--- config.mk ---
export PLATFORM = sky130hd
export DESIGN_NAME = vga_sync_rx
export DESIGN_NICKNAME = d
export VERILOG_FILES = /design/src/rtl/vga_sync_rx.sv
export SDC_FILE = /design/constraint.sdc
export NUM_CORES = 1
export LEC_CHECK = 0
export CELL_PAD_IN_SITES_DETAIL_PLACEMENT = 1
export CELL_PAD_IN_SITES_GLOBAL_PLACEMENT = 1
export CORE_UTILIZATION = 45
export DETAILED_ROUTE_END_ITERATION = 8
export GPL_ROUTABILITY_DRIVEN = 0
export GPL_TIMING_DRIVEN = 1
export PLACE_DENSITY_LB_ADDON = 0.1
export RECOVER_POWER = 100
export SLEW_MARGIN = 20
export SYNTH_ARGS = -nofsm -noshare
export SYNTH_HDL_FRONTEND = slang
export SYNTH_SLANG_ARGS = --single-unit
--- constraint.sdc ---
create_clock -name clk -period 7.94 [get_ports clk]
set_input_delay 0.794 -clock clk [delete_from_list [all_inputs] [get_ports clk]]
set_output_delay 0.794 -clock clk [all_outputs]
set_load 0.02 [all_outputs]
--- src/rtl/vga_sync_rx.sv ---
// vga_sync_rx: measures VGA line/frame timing, locks onto it and regenerates active-area coordinates, de and colour.
module vga_sync_rx #(
  parameter int H_SYNC      = 96,
  parameter int H_BP        = 48,
  parameter int H_ACT       = 640,
  parameter int H_TOTAL     = 800,
  parameter int V_SYNC      = 2,
  parameter int V_BP        = 33,
  parameter int V_ACT       = 480,
  parameter int V_TOTAL     = 525,
  parameter int LOCK_FRAMES = 2
) (
  input  logic       clk,
  input  logic       rst,
  input  logic       pix_en,
  input  logic       hsync,
  input  logic       vsync,
  input  logic [3:0] r_in,
  input  logic [3:0] g_in,
  input  logic [3:0] b_in,
  output logic [9:0] x,
  output logic [9:0] y,
  output logic       de,
  output logic [3:0] red,
  output logic [3:0] green,
  output logic [3:0] blue,
  output logic       frame_start,
  output logic       locked,
  output logic       timing_err,
  output logic [9:0] h_meas,
  output logic [9:0] v_meas
);
  typedef enum logic [1:0] {SEARCH, TRACK, LOCKED} state_t;
  localparam logic [9:0] HS = 10'(H_SYNC + H_BP);
  localparam logic [9:0] HE = 10'(H_SYNC + H_BP + H_ACT);
  localparam logic [9:0] VS = 10'(V_SYNC + V_BP);
  localparam logic [9:0] VE = 10'(V_SYNC + V_BP + V_ACT);
  state_t      state_q, state_d;
  logic        hs_q, vs_line_q, seen_h_q, seen_v_q, frame_bad_q, frame_bad_d;
  logic [7:0]  good_q, good_d;
  logic [9:0]  hcnt_q, vcnt_q, h_meas_q, v_meas_q, x_q, y_q;
  logic [11:0] rgb_q, col_q;
  logic        de_q, frame_start_q, timing_err_q;
  logic        hfall, vfall, tmo, err, clean, in_h, in_v, de_d;
  logic [10:0] h_len, v_len;
  assign hfall = !hsync && hs_q;
  assign vfall = hfall && !vsync && vs_line_q;
  assign h_len = {1'b0, hcnt_q} + 11'd1;
  assign v_len = {1'b0, vcnt_q} + 11'd1;
  // Timeout fires once, on the tick the pixel counter saturates.
  assign tmo   = !hfall && hcnt_q == 10'd1022;
  assign err   = tmo || (hfall && seen_h_q && h_len != 11'(H_TOTAL))
               || (vfall && seen_v_q && v_len != 11'(V_TOTAL));
  assign clean = !frame_bad_q && !err;
  assign in_h  = hcnt_q >= HS && hcnt_q < HE;
  assign in_v  = vcnt_q >= VS && vcnt_q < VE;
  assign de_d  = state_q == LOCKED && in_h && in_v;
  always_comb begin
    state_d     = state_q;
    good_d      = good_q;
    frame_bad_d = frame_bad_q;
    if (state_q == SEARCH) begin
      if (vfall) begin
        state_d     = TRACK;
        good_d      = 8'd0;
        frame_bad_d = 1'b0;
      end
    end else if (state_q == TRACK) begin
      if (tmo) state_d = SEARCH;
      else if (vfall) begin
        frame_bad_d = 1'b0;
        good_d      = clean ? good_q + 8'd1 : 8'd0;
        state_d     = (clean && good_q + 8'd1 == 8'(LOCK_FRAMES)) ? LOCKED : TRACK;
      end else if (err) frame_bad_d = 1'b1;
    end else if (err) state_d = SEARCH;
  end
  always_ff @(posedge clk or posedge rst) begin
    if (rst) begin
      state_q       <= SEARCH;
      hs_q          <= 1'b1;
      vs_line_q     <= 1'b1;
      seen_h_q      <= 1'b0;
      seen_v_q      <= 1'b0;
      frame_bad_q   <= 1'b0;
      good_q        <= 8'd0;
      hcnt_q        <= 10'd0;
      vcnt_q        <= 10'd0;
      h_meas_q      <= 10'd0;
      v_meas_q      <= 10'd0;
      rgb_q         <= 12'd0;
      col_q         <= 12'd0;
      x_q           <= 10'd0;
      y_q           <= 10'd0;
      de_q          <= 1'b0;
      frame_start_q <= 1'b0;
      timing_err_q  <= 1'b0;
    end else begin
      frame_start_q <= pix_en && vfall;
      timing_err_q  <= pix_en && err && state_q != SEARCH;
      if (pix_en) begin
        hs_q        <= hsync;
        rgb_q       <= {r_in, g_in, b_in};
        hcnt_q      <= hfall ? 10'd0 : (&hcnt_q ? hcnt_q : hcnt_q + 10'd1);
        state_q     <= state_d;
        good_q      <= good_d;
        frame_bad_q <= frame_bad_d;
        de_q        <= de_d;
        x_q         <= de_d ? hcnt_q - HS : 10'd0;
        y_q         <= de_d ? vcnt_q - VS : 10'd0;
        col_q       <= de_d ? rgb_q : 12'd0;
        if (hfall) begin
          h_meas_q  <= h_len[9:0];
          vs_line_q <= vsync;
          seen_h_q  <= 1'b1;
          vcnt_q    <= vfall ? 10'd0 : (&vcnt_q ? vcnt_q : vcnt_q + 10'd1);
        end
        if (vfall) begin
          v_meas_q <= v_len[9:0];
          seen_v_q <= 1'b1;
        end
      end
    end
  end
  assign x                  = x_q;
  assign y                  = y_q;
  assign de                 = de_q;
  assign {red, green, blue} = col_q;
  assign frame_start        = frame_start_q;
  assign locked             = state_q == LOCKED;
  assign timing_err         = timing_err_q;
  assign h_meas             = h_meas_q;
  assign v_meas             = v_meas_q;
endmodule

==> metrics.md <==
| Metric | Value |
|---|---|
| Status | `finished, violations left` |
| Violated checks | `max-capacitance violations, max-slew violations` |
| Setup violators final | `0` |
| Clock-pin slew of the registers on the worst-case setup and hold paths | `0.11 ns` |
| Row count | `38` |
| Largest net degree at the start of global routing | `79` |
| Final net count | `564` |
| Netlist Area Pre-Place | `0.00502 sq mm` |
| Slew Limit Fails | `41` |
| Hold_buf cts | `0` |
| Min-Delay Path Class | `register to register` |
| Top-count cell post-synth | `dfrtp_1` |
| Worst-path maximum fanout | `27` |
| Synth area leaders | `dfrtp_1, a22o_1, mux2_2` |
| Synth Area in Simple Gates | `between 10% and 20%` |
| Crit-path max cell delay | `0.87 ns` |
| Max-cap viol count | `1` |
| Initial detailed-routing violation count | `126` |
| Setup Buffers After CTS | `0` |
| R2R depth | `6` |
| Startpoint types | `input port` |
| CTS root buffer | `clkbuf_8` |
| Place WS | `4.41 ns` |
| Die width | `108 um` |
| IO Pins | `73` |
| Setup TNS | `0 ns` |
| Main combinational cell family by area after synthesis | `compound AO/OA/AOI/OAI gates` |
| Unique masters post-synth | `between 60 and 70` |
| Compound-Gate Fraction of Synth Area | `17.7%` |
| Port bufs | `72` |
| FF+latch count, synth | `102` |
| Worst-Margin Slew | `roughly 2.2 ns` |
| Pwr/cell area | `roughly 210 mW/mm^2` |
| Core area | `0.0108 sq mm` |
| Fmax | `approximately 220 MHz` |
| CTS H-tree lvls | `3` |
| CTS max path bufs | `2` |
| Critical path origin | `pix_en` |
| CTS tree | `yes` |
| Most used cell, CP | `or3_1` |
| Avg Cell Area, Syn | `roughly 10 sq um` |
| Max IR drop VDD | `approximately 0.15 mV` |
| Worst Setup End Kind | `register` |
| Critical path's slowest cell | `nand2_1` |
| R2R Path Start | `hs_q` |
| Worst-Skew Late Latency | `0.39 ns` |
| Resize count post-CTS | `0` |
| Total grt overflow | `0` |
| CP Cell Sequence | `dlygate4sd3_1 -> clkbuf_1 -> nand2_1 -> or3_1 -> or3_1 -> nor2_1 -> a221o_1` |
| Synth top cells by count | `dfrtp_1, nand2_1, o21ai_0` |
| First-pass GRT wire length | `between 20000 and 25000 um` |
| WL/cell | `18.2 um` |
| Yosys top cell area share | `49.9%` |
| Worst reg-to-reg setup slack | `4.72 ns` |
| Xor/xnor share of the synthesized area | `4.89%` |
| Vias in the first global route | `4045` |
| Fin util | `~56%` |
| DR vias | `3853` |
| Initial Util | `46.3%` |
| Worst reg2reg path endpoint | `good_q[4]` |
| Final worst slack | `around 3.3 ns` |
| Leak pwr | `2.68 nW` |
| Filler cells | `1188` |
| Crit path capture | `good_q[4]` |
| ANT nets after route | `0` |
| Seq/Total Area, Yosys | `50.9%` |
| CTS Buf Count | `9` |
| Initial DRT Pass Iterations | `5` |
| Worst EP required | `8.26 ns` |
| GRT Total Usage | `between 20% and 30%` |
| Power, Total | `around 1.3 mW` |
| Final min period | `4.64 ns` |
| WS Path Type | `input port to register` |
| CTS sink count | `~100` |
| Die area | `between 0.01 and 0.015 sq mm` |
| DRT Wirelength | `roughly 12000 um` |
| Die height | `108 um` |
| Relative slew slack | `-47.8%` |
| Post-Syn Instances | `just under 500` |
| Ys async rst share | `100%` |
| Post-synthesis mux area share | `between 4 and 5%` |
| Hold Fails Final Rpt | `0` |
| Synth Area in Adders | `about 2.5%` |
| Synth-to-Final Area Change | `20.1%` |
| Initial antenna violation count | `0` |
| Clock Skew | `0.0141 ns` |
| Drt drc | `0` |
| Syn nets | `between 500 and 600` |
| EDFF count, synth | `0` |
| ANT cells | `0` |
| RSZ-0062 raised after global routing | `no` |
| Share of cells above drive strength 1 | `9.59%` |
| Worst EP arrival | `between 4 and 5 ns` |
| Post-DP HPWL | `8530 um` |
| DR vias/cell | `between 5 and 6` |
| Fin crit share | `58.4%` |
| Ys Warns | `0` |
| Leading area contributor after synthesis | `dfrtp_1` |
| Synth Flop Type | `dfrtp_1` |
layer usage:
| metal | wire length [um] | track usage, % | part of all wire (%) | vias up |
|---|---|---|---|---|
| li1 | - | - | - | 1822 |
| met1 | 5620 | 30.8 | 45 | 1946 |
| met2 | 6040 | 37.1 | 49 | 67 |
| met3 | 503 | 4.84 | 4.0 | 18 |
| met4 | 259 | 10.1 | 2.1 | 0 |
| met5 | 0 | 0 | 0 | - |
logic make-up after synthesis:
family | count (synthesis)
fa+ha+maj | 10
simple gates | 153
flops | 102
buf+inv | 48
compound gates | 123
xor+xnor | 28
mux | 20
worst max-delay path: cells and delay by family:
family | cells | cell delay (ns)
compound gates | 1 | 0.23
buf+inv | 2 | 1.38
simple gates | 4 | 2.55
report_power, final:
part	switching, mW	internal [mW]	total (mW)
Combinational	0.145	0.111	0.256
Clock	0.189	0.188	0.377
Sequential	0.0557	0.576	0.632
Total	0.390	0.875	1.27
cells in the final DEF (no fill, tap or decap), types with 3 or more instances in the layout:
cell type	count
nand4_1	5
or2_2	7
or3_1	4
a31o_1	3
a21oi_1	12
xor2_1	13
clkbuf_1	5
dlygate4sd3_1	58
xnor2_1	15
inv_1	10
mux2_2	18
ha_1	10
clkdlybuf4s50_1	14
nand2_1	48
and3_1	5
o2bb2ai_1	4
clkbuf_8	10
nand3_1	13
and2_1	4
o21ai_0	37
dfrtp_1	100
nor3_1	7
nand2b_1	10
a31oi_1	6
nor2b_1	4
nor2_1	31
a22o_1	29
o31ai_1	7
a221o_1	3
nor4_1	6
stage by stage:
stage	area, sq um	cells	hold slack, ns
floorplan	5020	484	0.435
global placement	5810	665	0.455
detailed placement	5810	665	0.462
CTS	6040	681	0.488
global route	6030	682	0.517
finish	6030	682	0.483
area by class of cell:
class                           instances  area [sq um]  share of cell area [%]
Sequential cell                       102          2550                    42.4
Multi-Input combinational cell        334          2260                    37.5
Timing Repair Buffer                   78           759                    12.6
Inverter                               12          46.3                   0.768
Clock inverter                          6          93.8                    1.56
Clock buffer                           10           138                    2.28
Tap cell                              140           175                    2.91
sequential cells by signal, indices dropped and copies added (netlist names):
register	cells
col_q	12
de	1
frame_bad_q	1
frame_start	1
good_q	8
h_meas	10
hcnt_q	10
hs_q	1
rgb_q	12
seen_h_q	1
seen_v_q	1
state_q	2
timing_err	1
v_meas	10
vcnt_q	10
vs_line_q	1
x	10
y	10
how the worst min path moves through the flow:
| stage | start | slack (ns) | cells past startpoint | end |
|---|---|---|---|---|
| floorplan | seen_h_q | 0.44 | 1 | seen_h_q |
| global placement | seen_h_q | 0.46 | 1 | seen_h_q |
| detailed placement | seen_h_q | 0.46 | 1 | seen_h_q |
| CTS | rgb_q[11] | 0.49 | 1 | col_q[11] |
| global route | seen_h_q | 0.52 | 1 | seen_h_q |
| finish | rgb_q[11] | 0.48 | 1 | col_q[11] |
No activity file was read; power rests on OpenSTA's default activity.
